==> src/rtl/eth_switch_2x2_pkg.sv <==
// Shared types and constants for the 2x2 packet switch: route/ingress enums,
// FIFO entry layout and the SOP tag decoder.
package eth_sw_pkg;

    localparam int          DATA_WIDTH = 32;
    localparam int          PORT_COUNT = 2;
    localparam logic [15:0] ADDR_A     = 16'hABCD;
    localparam logic [15:0] ADDR_B     = 16'hEFEF;

    typedef enum logic [1:0] {ROUTE_A, ROUTE_B, ROUTE_DROP} route_e;

    typedef enum logic {IDLE, BUSY} ing_state_e;

    typedef struct packed {
        logic                  sop;
        logic                  eop;
        logic [DATA_WIDTH-1:0] data;
    } fifo_entry_t;

    function automatic route_e decode_route(input logic [15:0] tag);
        if (tag == ADDR_A) return ROUTE_A;
        if (tag == ADDR_B) return ROUTE_B;
        return ROUTE_DROP;
    endfunction

endpackage

==> src/rtl/eth_switch_2x2_if.sv <==
// Ingress/egress signal bundle of the switch. ETH_SW_DROP_CNT_EN adds the
// per-ingress drop counters.
interface eth_sw_if;
    import eth_sw_pkg::*;

    logic [DATA_WIDTH-1:0] indataA, indataB;
    logic                  insopA, ineopA, insopB, ineopB;
    logic                  rd_en [PORT_COUNT];
    logic [DATA_WIDTH-1:0] outdataA, outdataB;
    logic                  outsopA, outeopA, outsopB, outeopB;
    logic                  portAstall, portBstall;
`ifdef ETH_SW_DROP_CNT_EN
    logic [15:0]           dropcntA, dropcntB;
`endif

    modport master (
        output indataA, insopA, ineopA, indataB, insopB, ineopB, rd_en,
`ifdef ETH_SW_DROP_CNT_EN
        input  dropcntA, dropcntB,
`endif
        input  outdataA, outsopA, outeopA, outdataB, outsopB, outeopB, portAstall, portBstall
    );

    modport slave (
        input  indataA, insopA, ineopA, indataB, insopB, ineopB, rd_en,
`ifdef ETH_SW_DROP_CNT_EN
        output dropcntA, dropcntB,
`endif
        output outdataA, outsopA, outeopA, outdataB, outsopB, outeopB, portAstall, portBstall
    );

endinterface

==> src/rtl/eth_switch_2x2_fifo.sv <==
// Synchronous FIFO of {sop,eop,data} entries with a registered read port.
// The read register clears sop/eop on idle cycles but keeps the data.
module eth_sw_fifo
    import eth_sw_pkg::*;
#(
    parameter int DEPTH = 8
) (
    input  logic        clk,
    input  logic        rst,
    input  logic        wr_en_i,
    input  fifo_entry_t wr_data_i,
    input  logic        rd_en_i,
    output fifo_entry_t rd_data_o,
    output logic        full_o,
    output logic        empty_o
);
    localparam int AW = (DEPTH > 1) ? $clog2(DEPTH) : 1;
    localparam int CW = AW + 1;

    fifo_entry_t   mem_q [DEPTH];
    logic [AW-1:0] wr_ptr_q, rd_ptr_q;
    logic [CW-1:0] count_q;
    fifo_entry_t   dout_q;
    logic          wr_fire, rd_fire;

    assign full_o    = (count_q == CW'(DEPTH));
    assign empty_o   = (count_q == '0);
    assign rd_fire   = rd_en_i && !empty_o;
    // A pop in the same cycle frees the slot a full FIFO needs for the write.
    assign wr_fire   = wr_en_i && (!full_o || rd_fire);
    assign rd_data_o = dout_q;

    always_ff @(posedge clk) begin
        if (wr_fire) mem_q[wr_ptr_q] <= wr_data_i;
    end

    always_ff @(posedge clk or posedge rst) begin
        if (rst) begin
            wr_ptr_q <= '0;
            rd_ptr_q <= '0;
            count_q  <= '0;
            dout_q   <= '0;
        end else begin
            if (wr_fire) wr_ptr_q <= wr_ptr_q + AW'(1);
            if (rd_fire) begin
                dout_q   <= mem_q[rd_ptr_q];
                rd_ptr_q <= rd_ptr_q + AW'(1);
            end else begin
                dout_q.sop <= 1'b0;
                dout_q.eop <= 1'b0;
            end
            count_q <= count_q + CW'(wr_fire) - CW'(rd_fire);
        end
    end

endmodule

==> src/rtl/eth_switch_2x2.sv <==
// 2x2 packet switch: SOP-tag routing, per-output lock with round-robin
// arbitration, per-output FIFOs. Optional drop counters: ETH_SW_DROP_CNT_EN.
//
// state | meaning
// IDLE  | waiting for a SOP word; only insop=1 marks a valid word
// BUSY  | inside a packet; every cycle is a payload word, route held
module eth_switch_2x2
    import eth_sw_pkg::*;
#(
    parameter int FIFO_DEPTH = 8
) (
    input  logic    clk,
    input  logic    rstn,
    eth_sw_if.slave bus
);
    logic [DATA_WIDTH-1:0] in_data [2];
    logic                  in_sop  [2];
    logic                  in_eop  [2];

    ing_state_e state_q [2], state_d [2];
    route_e     route_q [2], route_d [2];
    logic       lock_q  [2], lock_d  [2];
    logic       owner_q [2], owner_d [2];
    logic       rr_q, rr_d;

    logic        sop_word [2];
    logic        valid    [2];
    logic        accept   [2];
    route_e      tgt      [2];
    logic        hit      [2][2];
    logic        req      [2][2];
    logic        grant    [2][2];
    logic        contend  [2];
    logic        full     [2];
    logic        empty    [2];
    logic        space    [2];
    logic        wr_en    [2];
    fifo_entry_t wr_entry [2];
    fifo_entry_t rd_entry [2];

    assign in_data[0] = bus.indataA;
    assign in_data[1] = bus.indataB;
    assign in_sop[0]  = bus.insopA;
    assign in_sop[1]  = bus.insopB;
    assign in_eop[0]  = bus.ineopA;
    assign in_eop[1]  = bus.ineopB;

    always_comb begin
        state_d  = state_q;
        route_d  = route_q;
        lock_d   = lock_q;
        owner_d  = owner_q;
        rr_d     = rr_q;

        for (int x = 0; x < 2; x++) begin
            sop_word[x] = (state_q[x] == IDLE) && in_sop[x];
            valid[x]    = (state_q[x] == BUSY) || in_sop[x];
            tgt[x]      = (state_q[x] == BUSY) ? route_q[x] : decode_route(in_data[x][15:0]);
            hit[x][0]   = (tgt[x] == ROUTE_A);
            hit[x][1]   = (tgt[x] == ROUTE_B);
        end

        for (int o = 0; o < 2; o++) begin
            space[o]    = !full[o] || (bus.rd_en[o] && !empty[o]);
            req[0][o]   = sop_word[0] && hit[0][o] && !lock_q[o];
            req[1][o]   = sop_word[1] && hit[1][o] && !lock_q[o];
            contend[o]  = req[0][o] && req[1][o];
            grant[0][o] = req[0][o] && (!req[1][o] || !rr_q);
            grant[1][o] = req[1][o] && (!req[0][o] || rr_q);
        end

        for (int x = 0; x < 2; x++) begin
            accept[x] = 1'b0;
            if (valid[x]) begin
                if (tgt[x] == ROUTE_DROP) begin
                    accept[x] = 1'b1;
                end else begin
                    for (int o = 0; o < 2; o++) begin
                        if (hit[x][o]) begin
                            accept[x] = ((state_q[x] == BUSY && lock_q[o] && owner_q[o] == 1'(x))
                                         || grant[x][o]) && space[o];
                        end
                    end
                end
            end
        end

        for (int o = 0; o < 2; o++) begin
            wr_en[o]    = 1'b0;
            wr_entry[o] = '0;
            for (int x = 0; x < 2; x++) begin
                if (accept[x] && hit[x][o]) begin
                    wr_en[o]    = 1'b1;
                    wr_entry[o] = {sop_word[x], in_eop[x], in_data[x]};
                    if (sop_word[x] && !in_eop[x]) begin
                        lock_d[o]  = 1'b1;
                        owner_d[o] = 1'(x);
                    end else if (state_q[x] == BUSY && in_eop[x]) begin
                        lock_d[o] = 1'b0;
                    end
                end
            end
            if (contend[o] && ((accept[0] && grant[0][o]) || (accept[1] && grant[1][o])))
                rr_d = !rr_q;
        end

        for (int x = 0; x < 2; x++) begin
            if (accept[x]) begin
                if (sop_word[x] && !in_eop[x]) begin
                    state_d[x] = BUSY;
                    route_d[x] = tgt[x];
                end else if (state_q[x] == BUSY && in_eop[x]) begin
                    state_d[x] = IDLE;
                end
            end
        end
    end

    always_ff @(posedge clk or posedge rstn) begin
        if (rstn) begin
            for (int x = 0; x < 2; x++) begin
                state_q[x] <= IDLE;
                route_q[x] <= ROUTE_DROP;
                lock_q[x]  <= 1'b0;
                owner_q[x] <= 1'b0;
            end
            rr_q <= 1'b0;
        end else begin
            state_q <= state_d;
            route_q <= route_d;
            lock_q  <= lock_d;
            owner_q <= owner_d;
            rr_q    <= rr_d;
        end
    end

    for (genvar o = 0; o < PORT_COUNT; o++) begin : g_fifo
        eth_sw_fifo #(.DEPTH(FIFO_DEPTH)) u_fifo (
            .clk       (clk),
            .rst       (rstn),
            .wr_en_i   (wr_en[o]),
            .wr_data_i (wr_entry[o]),
            .rd_en_i   (bus.rd_en[o]),
            .rd_data_o (rd_entry[o]),
            .full_o    (full[o]),
            .empty_o   (empty[o])
        );
    end

    assign bus.outdataA   = rd_entry[0].data;
    assign bus.outsopA    = rd_entry[0].sop;
    assign bus.outeopA    = rd_entry[0].eop;
    assign bus.outdataB   = rd_entry[1].data;
    assign bus.outsopB    = rd_entry[1].sop;
    assign bus.outeopB    = rd_entry[1].eop;
    assign bus.portAstall = valid[0] && !accept[0];
    assign bus.portBstall = valid[1] && !accept[1];

`ifdef ETH_SW_DROP_CNT_EN
    logic [15:0] dropcnt_q [2];

    always_ff @(posedge clk or posedge rstn) begin
        if (rstn) begin
            dropcnt_q[0] <= '0;
            dropcnt_q[1] <= '0;
        end else begin
            for (int x = 0; x < 2; x++) begin
                if (accept[x] && sop_word[x] && tgt[x] == ROUTE_DROP && dropcnt_q[x] != 16'hFFFF)
                    dropcnt_q[x] <= dropcnt_q[x] + 16'd1;
            end
        end
    end

    assign bus.dropcntA = dropcnt_q[0];
    assign bus.dropcntB = dropcnt_q[1];
`endif

endmodule

==> src/flat_wrapper.sv <==
// flat-port wrapper written by rule: the top's interface ports become plain ports
module eth_switch_2x2_flat import eth_sw_pkg::*;
#(
    parameter int FIFO_DEPTH = 8
)
  (clk, rstn, bus_indataA, bus_insopA, bus_ineopA, bus_indataB, bus_insopB, bus_ineopB, bus_rd_en, bus_outdataA, bus_outsopA, bus_outeopA, bus_outdataB, bus_outsopB, bus_outeopB, bus_portAstall, bus_portBstall);
  eth_sw_if bus_i ();
  input  logic clk;
  input  logic rstn;
  input wire logic [$bits(bus_i.indataA)-1:0] bus_indataA;
  input wire logic [$bits(bus_i.insopA)-1:0] bus_insopA;
  input wire logic [$bits(bus_i.ineopA)-1:0] bus_ineopA;
  input wire logic [$bits(bus_i.indataB)-1:0] bus_indataB;
  input wire logic [$bits(bus_i.insopB)-1:0] bus_insopB;
  input wire logic [$bits(bus_i.ineopB)-1:0] bus_ineopB;
  input wire logic [$bits(bus_i.rd_en)-1:0] bus_rd_en;
  output wire logic [$bits(bus_i.outdataA)-1:0] bus_outdataA;
  output wire logic [$bits(bus_i.outsopA)-1:0] bus_outsopA;
  output wire logic [$bits(bus_i.outeopA)-1:0] bus_outeopA;
  output wire logic [$bits(bus_i.outdataB)-1:0] bus_outdataB;
  output wire logic [$bits(bus_i.outsopB)-1:0] bus_outsopB;
  output wire logic [$bits(bus_i.outeopB)-1:0] bus_outeopB;
  output wire logic [$bits(bus_i.portAstall)-1:0] bus_portAstall;
  output wire logic [$bits(bus_i.portBstall)-1:0] bus_portBstall;
  assign bus_i.indataA = bus_indataA;
  assign bus_i.insopA = bus_insopA;
  assign bus_i.ineopA = bus_ineopA;
  assign bus_i.indataB = bus_indataB;
  assign bus_i.insopB = bus_insopB;
  assign bus_i.ineopB = bus_ineopB;
  assign bus_i.rd_en = {>>{bus_rd_en}};
  assign bus_outdataA = bus_i.outdataA;
  assign bus_outsopA = bus_i.outsopA;
  assign bus_outeopA = bus_i.outeopA;
  assign bus_outdataB = bus_i.outdataB;
  assign bus_outsopB = bus_i.outsopB;
  assign bus_outeopB = bus_i.outeopB;
  assign bus_portAstall = bus_i.portAstall;
  assign bus_portBstall = bus_i.portBstall;
  eth_switch_2x2 #(.FIFO_DEPTH(FIFO_DEPTH)) u_core (.clk(clk), .rstn(rstn), .bus(bus_i));
endmodule
==> config.mk <==
export PLATFORM = sky130hd
export DESIGN_NAME = eth_switch_2x2_flat
export DESIGN_NICKNAME = d
export VERILOG_FILES = /design/src/rtl/eth_switch_2x2_pkg.sv /design/src/rtl/eth_switch_2x2_if.sv /design/src/rtl/eth_switch_2x2_fifo.sv /design/src/rtl/eth_switch_2x2.sv /design/src/flat_wrapper.sv
export SDC_FILE = /design/constraint.sdc
export NUM_CORES = 1
export LEC_CHECK = 0
export BUFFER_PORTS_ARGS = -buffer_cell sky130_fd_sc_hd__buf_2
export CAP_MARGIN = 25
export CORE_ASPECT_RATIO = 1.4
export CORE_MARGIN = 5
export CORE_UTILIZATION = 45
export DETAILED_ROUTE_END_ITERATION = 8
export PLACE_DENSITY = 0.71
export SETUP_SLACK_MARGIN = 0.15
export SYNTH_ARGS = -nofsm -noshare
export SYNTH_HDL_FRONTEND = slang
export SYNTH_SLANG_ARGS = --single-unit
==> constraint.sdc <==
create_clock -name clk -period 6.2 [get_ports clk]
set_clock_uncertainty 0.1 [all_clocks]
set_input_delay 0.31 -clock clk [delete_from_list [all_inputs] [get_ports clk]]
set_output_delay 0.31 -clock clk [all_outputs]
set_load 0.05 [all_outputs]
==> results.md <==
- RePlAce Congestion: 0.857
- Placed cell area: ~27000 um2
- Tightest Pin Transition: 1.05 ns
- Result of the run: finished clean
- Global routing met2 resource utilization: around a third
- Antenna-violating nets left: 0
- Met1 usage: between 20% and 30%
- Share of the clock period used by the worst path after layout: between 60% and 70%
- Int Pwr: approximately 8 mW
- Adder and majority cell fraction of the synthesized area: less than 1%
- Area growth syn-to-layout: 14.4%
- WHS: between 0.04 and 0.05 ns
- Number of setup violations in the final report: 0
- Synthesis-stage register bit count: ~640
- Combinational family with the most area after synthesis: multiplexers
- Post-layout min period: around 4.3 ns
- Number of vias in the routed layout: ~13000
- Total negative slack for setup checks: 0 ns
- Number of flops mapped to enable cells by yosys: around 540
- Std-Cell Rows: around 100
- PwrDens: 412 nW/um2
- Die outline area: 61400 um2
- Cell type with the highest aggregate area in the netlist: edfxtp_1
- Worst path buffer plus inverter count: 2
- Most area-consuming cells after synthesis: edfxtp_1, mux4_2, dfrtp_1
- Routing layer with the top usage in global route: met2
- Grt total ovfl: 0
- RSZ-0062 raised after global routing: no
- CP Launch Type: flip-flop
- Wire length of the first global-routing pass: about 85000 um
- Most frequent cells in the layout: edfxtp_1, buf_2, mux4_2
- Initial antenna violation count: 5
- Reported net switching power: just under 4 mW
- Vias per Instance: 5.62
- Timing-limited maximum frequency: around 230 MHz
- Max-cap violations: 0
- Number of sinks handled by clock tree synthesis: about 640
- Aggregate global-route resource usage: 18.1%
- Crit Path Class: flip-flop to flip-flop
- VDD IR max: about 230 uV
- Portion of the post-synthesis area used by sequential elements: roughly 74%
- Switching share of power: 32.1%
- Xor-xnor portion of the synthesized cell area: 0.413%
- Post-synthesis simple-gate area fraction: approximately 3.4%
- Final Routed Wirelength: 55300 um
- Clock transition time at the flip-flop clock pins of the worst setup and hold paths: 0.07 ns
- Number of cells upsized or downsized after cts: 0
- Total I/O pin count: approximately 140
- Async SR Flop Fraction: between 10% and 20%
- Share of post-route cells with drive strength above 1: 29.0%
- Fraction of synthesized cell area taken by the top area cell type: roughly 64%
- Data arrival at the endpoint of the critical path: ~4.5 ns
- Kind of end point of the critical path: flip-flop
- Pin count of the biggest net entering global routing: slightly above 70
- Most common cell after layout, fill and taps aside: edfxtp_1
- Area of the mapped netlist: about 25000 um2
- Nets@finish: about 1600
- Core ar.: roughly 56000 um2
- Leak pwr: about 11 nW
- Synthesized-area fraction occupied by ao, oa, aoi and oai cells: roughly 5%
- Total half-perimeter wirelength after legalization and detailed placement: ~36000 um
- Power share of the sequential group: a little under half
- Number of setup buffers added after CTS: 0
- Share of power burned in combinational logic: around 25%
- Vias in the first global route: about 14000
- Remaining routing DRC violations: 0
- Initial detailed-routing violation count: roughly 970
- Final Hold Vio Count: 0
- Hold WC Path Type: input port to flip-flop
- Vert. Die Dim: 291 um
- Detailed Routing Iterations Pass 1: 5
- N_diodes: 0
- Part of the power in the clock network: ~30%
- Data required time of the worst path: between 6 and 7 ns
- Crit path max-delay cell type: nor3_2
- Gate family responsible for the most delay along the worst path: simple AND/OR/NAND/NOR gates
- Share of cell area taken by muxes after synthesis: 14.8%
- Cell-by-cell listing of the critical path: or3b_1 > nor4_1 > a22o_1 > and4b_2 > buf_4 > nor2_2 > nor3_2 > buf_12
- Net count of the mapped netlist: between 1000 and 1500
- Die width: between 200 and 250 um
- Count of warnings emitted by yosys: 0
- Mean instance size in the synthesized netlist: around 19 um2
- Final max-slew violation count: 0
- Initial standard-cell utilization of the core: about 45%
- Worst stage delay on the critical path: between 0.8 and 0.9 ns
- CTS tree: done
- Clk buf depth: 3
- Count of different cell masters after synthesis: 59
- Ys flop type: edfxtp_1
- Worst-Skew Late Latency: roughly 0.59 ns
- Number of levels in the clock H-tree: 2
- Post-detailed-route wirelength per cell: ~24 um
- Slew Limit Headroom: 29.9%
- Count of port buffers added during placement: 141
- Cell count after synthesis: about 1300
- Maximum net fanout on the critical path: 42
- Post-layout instance area: slightly below 30000 um2
- Number of buffers inserted during clock tree synthesis: 55
- Global-route met3 utilization: approximately 2.8%
- Cell at the root of the clock tree: clkbuf_16
per-stage QoR:
step / utilization (%) / cells / setup slack (ns) / power, mW
2_1_floorplan: - / 1323 / 0.188 / 7.81
3_3_place_gp: 48.3 / 2155 / 1.64 / 8.61
3_5_place_dp: 48.4 / 2158 / 1.54 / 8.65
4_1_cts: 51.8 / 2267 / 1.85 / 12.2
5_1_grt: 51.8 / 2268 / 1.70 / 12.6
6_report: 51.8 / 2268 / 1.87 / 12.0
flip-flops by register name (all words and copies together), names as in the netlist:
register	cells
u_core.state_q	2
u_core.g_fifo.u_fifo.mem_q	544
u_core.owner_q	2
u_core.rr_q	1
u_core.g_fifo.u_fifo.rd_ptr_q	6
u_core.route_q	4
u_core.g_fifo.u_fifo.rd_data_o	68
u_core.g_fifo.u_fifo.wr_ptr_q	6
u_core.lock_q	2
u_core.g_fifo.u_fifo.count_q	8
cell type report:
cell class / count / area (um2)
inverter: 17 / 66.3
tap: 735 / 920
multi-input combinational: 589 / 6340
clock buffer: 61 / 1430
sequential: 643 / 18800
timing repair buffer: 180 / 1080
fill: 4498 / 27100
clock inverter: 43 / 430
repair_timing:
item	in CTS	in global routing
setup endpoints to repair	0	0
hold buffers	5	0
hold endpoints to repair	47	0
synthesized netlist by cell type (3+ instances only):
library cell	number
inv_1	17
nor4_1	9
nand2_1	91
nand4b_1	4
edfxtp_1	544
buf_1	16
buf_2	13
o21ai_0	69
and4_1	4
nor2_1	18
xor2_1	3
clkbuf_1	39
ha_1	16
a21boi_0	4
a21o_1	3
xnor2_1	9
a22o_1	72
a21oi_1	10
dfrtp_1	97
mux2i_1	69
nor3_1	7
or4_1	3
nand2b_1	8
nand4_1	7
and2_1	3
mux4_2	136
buf_4	5
nand3_1	4
cell families after synthesis:
group | after synthesis
DFF | 643
muxes | 207
AOI/OAI and AO/OA | 177
and+or+nand+nor | 175
buffers and inverters | 91
adders and majority gates | 18
xor gates and xnor gates | 12
worst reg2reg max path: stages (launching register included):
cell     delay, ns
dfrtp_1       0.51
or3b_1        0.42
nor4_1        0.60
a22o_1        0.28
and4b_2       0.24
buf_4         0.43
nor2_2        0.22
nor3_2        0.89
buf_12        0.31
metal layers:
layer,share of wire [%],vias to the layer above
met4,3.4,8
met3,4.0,111
met1,39,6627
li1,-,5695
met2,53,305
met5,0.085,-
power by group through the flow:
stage	clock, mW	sequential [mW]	combinational (mW)
floorplan	0	6.06	1.74
global placement	0	5.54	3.07
detailed placement	0	5.56	3.09
CTS	3.59	5.47	3.11
global route	3.77	5.52	3.26
finish	3.50	5.45	3.04
final timing paths:
path                                                        from                                    end  slack, ns  cells past startpoint
setup / recovery                               u_core.state_q[1]   u_core.g_fifo[1].u_fifo.mem_q[2][32]       1.87                      8
hold / removal                                      bus_rd_en[1]    u_core.g_fifo[0].u_fifo.rd_ptr_q[1]       0.05                      5
setup reg to reg                               u_core.state_q[1]   u_core.g_fifo[1].u_fifo.mem_q[2][32]       1.87                      8
hold reg to reg            u_core.g_fifo[1].u_fifo.rd_data_o[30]  u_core.g_fifo[1].u_fifo.rd_data_o[30]       0.37                      2
max in group asynchronous                                   rstn    u_core.g_fifo[1].u_fifo.rd_ptr_q[2]       4.38                      4
min in group asynchronous                                   rstn  u_core.g_fifo[0].u_fifo.rd_data_o[20]       0.24                      3
Note: power is estimated with default switching activity, not from simulation.
